--- config.mk ---
export PLATFORM = sky130hd
export DESIGN_NAME = h_receiver
export DESIGN_NICKNAME = d
export VERILOG_FILES = /design/src/rtl/h_receiver.sv
export SDC_FILE = /design/constraint.sdc
export NUM_CORES = 1
export LEC_CHECK = 0
export CAP_MARGIN = 20
export CORE_MARGIN = 2
export CORE_UTILIZATION = 50
export CTS_BUF_LIST = sky130_fd_sc_hd__clkbuf_2
export CTS_CLUSTER_SIZE = 40
export DETAILED_ROUTE_END_ITERATION = 7
export PLACE_DENSITY_LB_ADDON = 0.15
export SLEW_MARGIN = 40
export SYNTH_ARGS = -nofsm -noshare
export SYNTH_HDL_FRONTEND = slang
export SYNTH_SLANG_ARGS = --single-unit
export TNS_END_PERCENT = 30
--- constraint.sdc ---
create_clock -name clk -period 2.4 [get_ports clk]
set_input_delay 0.72 -clock clk [delete_from_list [all_inputs] [get_ports clk]]
set_output_delay 0.72 -clock clk [all_outputs]
set_load 0.01 [all_outputs]
--- src/rtl/h_receiver.sv ---
// Receive side of the H-bridge lane driver: synchronises both raw lanes, qualifies
// and locks onto the single active lane, and merges it back into one registered bit.

module h_lane_sync #(
  parameter int STAGES = 2
) (
  input  logic clk,
  input  logic rst,
  input  logic din,
  output logic s,
  output logic e
);
  logic [STAGES-1:0] chain;
  logic              s_d;

  always_ff @(posedge clk) begin
    if (rst) begin
      chain <= '0;
      s_d   <= 1'b0;
    end else begin
      chain <= {chain[STAGES-2:0], din};
      s_d   <= chain[STAGES-1];
    end
  end

  assign s = chain[STAGES-1];
  assign e = s ^ s_d;
endmodule

module h_receiver #(
  parameter int SYNC_STAGES  = 2,
  parameter int ACT_EDGES    = 4,
  parameter int IDLE_TIMEOUT = 64
) (
  input  logic clk,
  input  logic rst,
  input  logic en,
  input  logic in1,
  input  logic in2,
  input  logic clr_err,
  output logic out,
  output logic out_valid,
  output logic sel,
  output logic locked,
  output logic conflict
);
  localparam int NUM_LANES = 2;
  localparam int EW = $clog2(ACT_EDGES + 1);
  localparam int IW = $clog2(IDLE_TIMEOUT + 1);

  typedef enum logic [2:0] {IDLE, QUAL1, QUAL2, LOCK1, LOCK2} state_t;

  logic [NUM_LANES-1:0] raw, s, e;
  state_t               state;
  logic [EW-1:0]        edge_cnt;
  logic [IW-1:0]        idle_cnt;
  logic                 lane, own_e, oth_e, new_lane, conf_set, timeout;

  assign raw = {in2, in1};

  for (genvar g = 0; g < NUM_LANES; g++) begin : g_lane
    h_lane_sync #(.STAGES(SYNC_STAGES)) u_sync (
      .clk (clk),
      .rst (rst),
      .din (raw[g]),
      .s   (s[g]),
      .e   (e[g])
    );
  end

  // Lane index the FSM currently follows; bit 1 of e picks the lane on first edge.
  assign lane     = (state == QUAL2) || (state == LOCK2);
  assign own_e    = e[lane];
  assign oth_e    = e[~lane];
  assign new_lane = e[1];
  assign timeout  = (idle_cnt == IW'(IDLE_TIMEOUT - 1));
  assign conf_set = en && ((state == IDLE) ? (&e) : oth_e);

  always_ff @(posedge clk) begin
    if (rst) begin
      state     <= IDLE;
      edge_cnt  <= '0;
      idle_cnt  <= '0;
      out       <= 1'b0;
      out_valid <= 1'b0;
      sel       <= 1'b0;
      locked    <= 1'b0;
      conflict  <= 1'b0;
    end else begin
      conflict  <= conf_set | (conflict & ~clr_err);
      out       <= 1'b0;
      out_valid <= 1'b0;
      locked    <= 1'b0;
      if (!en) begin
        state    <= IDLE;
        edge_cnt <= '0;
        idle_cnt <= '0;
        sel      <= 1'b0;
      end else begin
        case (state)
          IDLE: begin
            edge_cnt <= '0;
            idle_cnt <= '0;
            if (^e) begin
              if (ACT_EDGES == 1) begin
                state     <= new_lane ? LOCK2 : LOCK1;
                sel       <= new_lane;
                out       <= s[new_lane];
                out_valid <= 1'b1;
                locked    <= 1'b1;
              end else begin
                state    <= new_lane ? QUAL2 : QUAL1;
                edge_cnt <= EW'(1);
              end
            end
          end
          QUAL1, QUAL2: begin
            if (oth_e) begin
              state    <= IDLE;
              edge_cnt <= '0;
              idle_cnt <= '0;
            end else if (own_e) begin
              if (edge_cnt == EW'(ACT_EDGES - 1)) begin
                state     <= lane ? LOCK2 : LOCK1;
                edge_cnt  <= '0;
                idle_cnt  <= '0;
                sel       <= lane;
                out       <= s[lane];
                out_valid <= 1'b1;
                locked    <= 1'b1;
              end else begin
                edge_cnt <= edge_cnt + 1'b1;
                idle_cnt <= '0;
              end
            end else if (timeout) begin
              state    <= IDLE;
              edge_cnt <= '0;
              idle_cnt <= '0;
            end else if (idle_cnt != IW'(IDLE_TIMEOUT)) begin
              idle_cnt <= idle_cnt + 1'b1;
            end
          end
          LOCK1, LOCK2: begin
            // Other-lane activity only raises conflict; lock is kept.
            if (!own_e && timeout) begin
              state    <= IDLE;
              edge_cnt <= '0;
              idle_cnt <= '0;
            end else begin
              if (own_e)
                idle_cnt <= '0;
              else if (idle_cnt != IW'(IDLE_TIMEOUT))
                idle_cnt <= idle_cnt + 1'b1;
              out       <= s[lane];
              out_valid <= 1'b1;
              locked    <= 1'b1;
            end
          end
          default: begin
            state    <= IDLE;
            edge_cnt <= '0;
            idle_cnt <= '0;
          end
        endcase
      end
    end
  end
endmodule
==> results.yml <==
yosys:
  synth_top_area_share_pct: 39.27
  netlist_top_cells_count: "dfxtp_1 (23), nor2_1 (16), nand2_1 (11)"
  syn_avg_cell_area_um2: 8.882
  synth_seq_cells: 23
  syn_area_um2: 1172
  yosysWarnings: 0
  yosysTopAreaCell: "dfxtp_1"
  synth.most_common_cell: "dfxtp_1"
  yosys_most_used_dff: "dfxtp_1"
  ys_types: 45
  yosysSeqAreaShare_pct: 39.27
  synthCells: 132
  synthTopCellsByArea: "dfxtp_1 (39%), nor2_1 (5.1%), ha_1 (4.3%), nor2b_1 (4.3%), nand2_1 (3.5%)"
  synth.net_count: 142
  async_flop_share_pct: 0
  synth_edf_count: 0
clock_network:
  htreeDepth: 1
  cts_inserted_buffers: 3
  clk_pin_slew_ps: 210
  clockRootBuffer: "clkbuf_2"
  cts_max_path_buffers: 2
  cts-resized-gates: 0
  clk_latency_ps: 350
  cts_setup_buffers: 0
  hold_buffers: 0
  clock-sinks: 23
  cts_tree: "yes"
setup_path:
  worstSetupPathType: "flip-flop to output port"
  worstPathCellList: "clkdlybuf4s50_1"
  critPathMaxFanout: 2
  endpoint: "conflict"
  crit_path_start_kind: "flip-flop"
  worstSetupStartpoint: "conflict"
  slowest_delay_ps: 550
  arrival_ps: 1270
  r2r_cells: 6
  crit-reg2reg-launch: "g_lane[1].u_sync.s_d"
  reg2reg_to: "edge_cnt[0]"
  crit_buf_inv: 1
  end_kind: "output port"
  path_depth: 1
  critPathTopFamily: "buffers and inverters"
  r2r_setup_slack_ps: 460
  slowest_stage: "clkdlybuf4s50_1"
  cp.required_ps: 1680
final_layout:
  fill_cells: 208
  multi_input_area_um2: 663.1
  postLayoutCellArea_um2: 1338
  final_util_pct: 60.46
  layout.nets: 157
  area_growth_pct: 14.09
  diodes: 0
  final_cells: 174
  drive_gt1_share_pct: 12.33
  regArea_um2: 460.4
global_routing:
  met3_usage_pct: 4.000
  globalRouteMet1Util_pct: 28.44
  track_usage_pct: 19.82
  use_met2_pct: 27.71
  top_usage_layer: "met1"
  antenna_found_initial: 0
  grt_max_degree: 16
  grt_overflow: 0
  grt_pass1_wl_um: 3926
  grt_pass1_vias: 866
sta:
  post-route-period-util_pct: 83.08
  hold_violations: 0
  fin_hold_ws_ps: 458.8
  rsz0062_at_grt: "false"
  tns_ps: 0
  setup_viol: 0
  slew_headroom_pct: 63.41
  fmax_ghz: 0.5015
  period_minus_slack_ps: 1994
  skew_ps: 3.234
  slew_viol_final: 0
  worst_slew_pin_slew_ps: 547.4
min_path:
  hold_path_class: "flip-flop to flip-flop"
drt:
  ant_nets: 0
  drc: 0
  vias_per_cell: 5.546
  avgRoutedWirePerCell_um: 12.63
  first_pass_iters: 4
  finalWirelength_um: 2198
  vias: 965
  dr.first_iter.drc_count: 24
place:
  place_area_um2: 1318
  place.gp.congestion: 0.8308
  hpwl_um: 1686
  numPlacedInstances: 170
  portBuffers: 10
floorplan:
  fp-row-count: 17
  core_area_um2: 2212
  dieHeight_um: 52.42
  die_w_um: 52.42
  io_pins: 11
  start_util_pct: 53.00
  dieArea_um2: 2748
job:
  max_cap_violations: 0
run_status:
  outcome: "finished, final reports clean"
power:
  irDropWorstVdd_v: 0.0004263
  power.density_nw_per_um2: 469.5
  p_leak_nw: 0.4857
-- layout by cell type, fill, tap and decap left out, types with 3 or more instances in the layout --
cell             count
ha_1                 4
nor3_1               3
clkbuf_2             3
inv_1                5
buf_4                4
nand4b_1             3
nand2_1             11
xnor2_1              4
clkdlybuf4s50_1     10
nand3_1              3
o21ai_0              4
dfxtp_1             23
nor2b_1              8
nor2_1              16
o21ai_1              3
a21oi_1              8
-- area by class of cell --
class | instances | area share [%]
clock buffers | 3 | 1.123
clock inverters | 1 | 0.3742
inverters | 7 | 2.152
multi-input cells | 98 | 49.58
flip-flops and latches | 23 | 34.42
well taps | 28 | 2.619
repair buffers | 14 | 9.729
-- through the flow --
stage                     total power [mW]  worst slack (ps)
after floorplan                     0.4513             641.0
after global placement              0.4757             339.2
after detailed placement            0.4775             263.6
after CTS                           0.6313             388.4
after global routing                0.6583             308.2
final                               0.6279             406.1
-- report_power, final --
group	switching [mW]	internal [mW]
clock network	0.119	0.0378
registers	0.00933	0.390
logic	0.0357	0.0359
total	0.164	0.464
-- cells by family (layout without fill, tap and decap cells) --
group                    count (synthesis)  after routing  share of synthesized area, %
flip-flops                              23             23                         39.27
multiplexers                             2              2                         1.708
XOR/XNOR                                 8              8                         8.218
AND/OR/NAND/NOR                         55             55                         25.51
adder cells (fa/ha/maj)                  5              5                         5.123
AO/OA/AOI/OAI                           28             28                         16.01
buffers and inverters                   11             25                         4.162
-- state kept, by name, indices dropped and copies added (netlist names) --
register	flops
locked	1
edge_cnt	3
out	1
sel	1
g_lane.u_sync.s_d	2
conflict	1
state	3
g_lane.u_sync.chain	4
idle_cnt	7
-- how the worst min path moves through the flow --
stage	endpoint	slack, ps	cells after the start	start
detailed placement	g_lane[1].u_sync.chain[1]	420	1	g_lane[1].u_sync.chain[0]
floorplan	g_lane[0].u_sync.chain[1]	410	1	g_lane[0].u_sync.chain[0]
global placement	g_lane[1].u_sync.chain[1]	420	1	g_lane[1].u_sync.chain[0]
global route	edge_cnt[2]	470	1	edge_cnt[2]
CTS	g_lane[1].u_sync.chain[1]	460	1	g_lane[1].u_sync.chain[0]
finish	g_lane[1].u_sync.chain[1]	460	1	g_lane[1].u_sync.chain[0]
-- layer usage --
layer  part of all wire [%]  up-vias
met5                      0        -
met4                    2.1        0
met3                    5.1        5
met2                     45       26
met1                     48      439
li1                       -      495
Power figures use the tool's default switching activity.
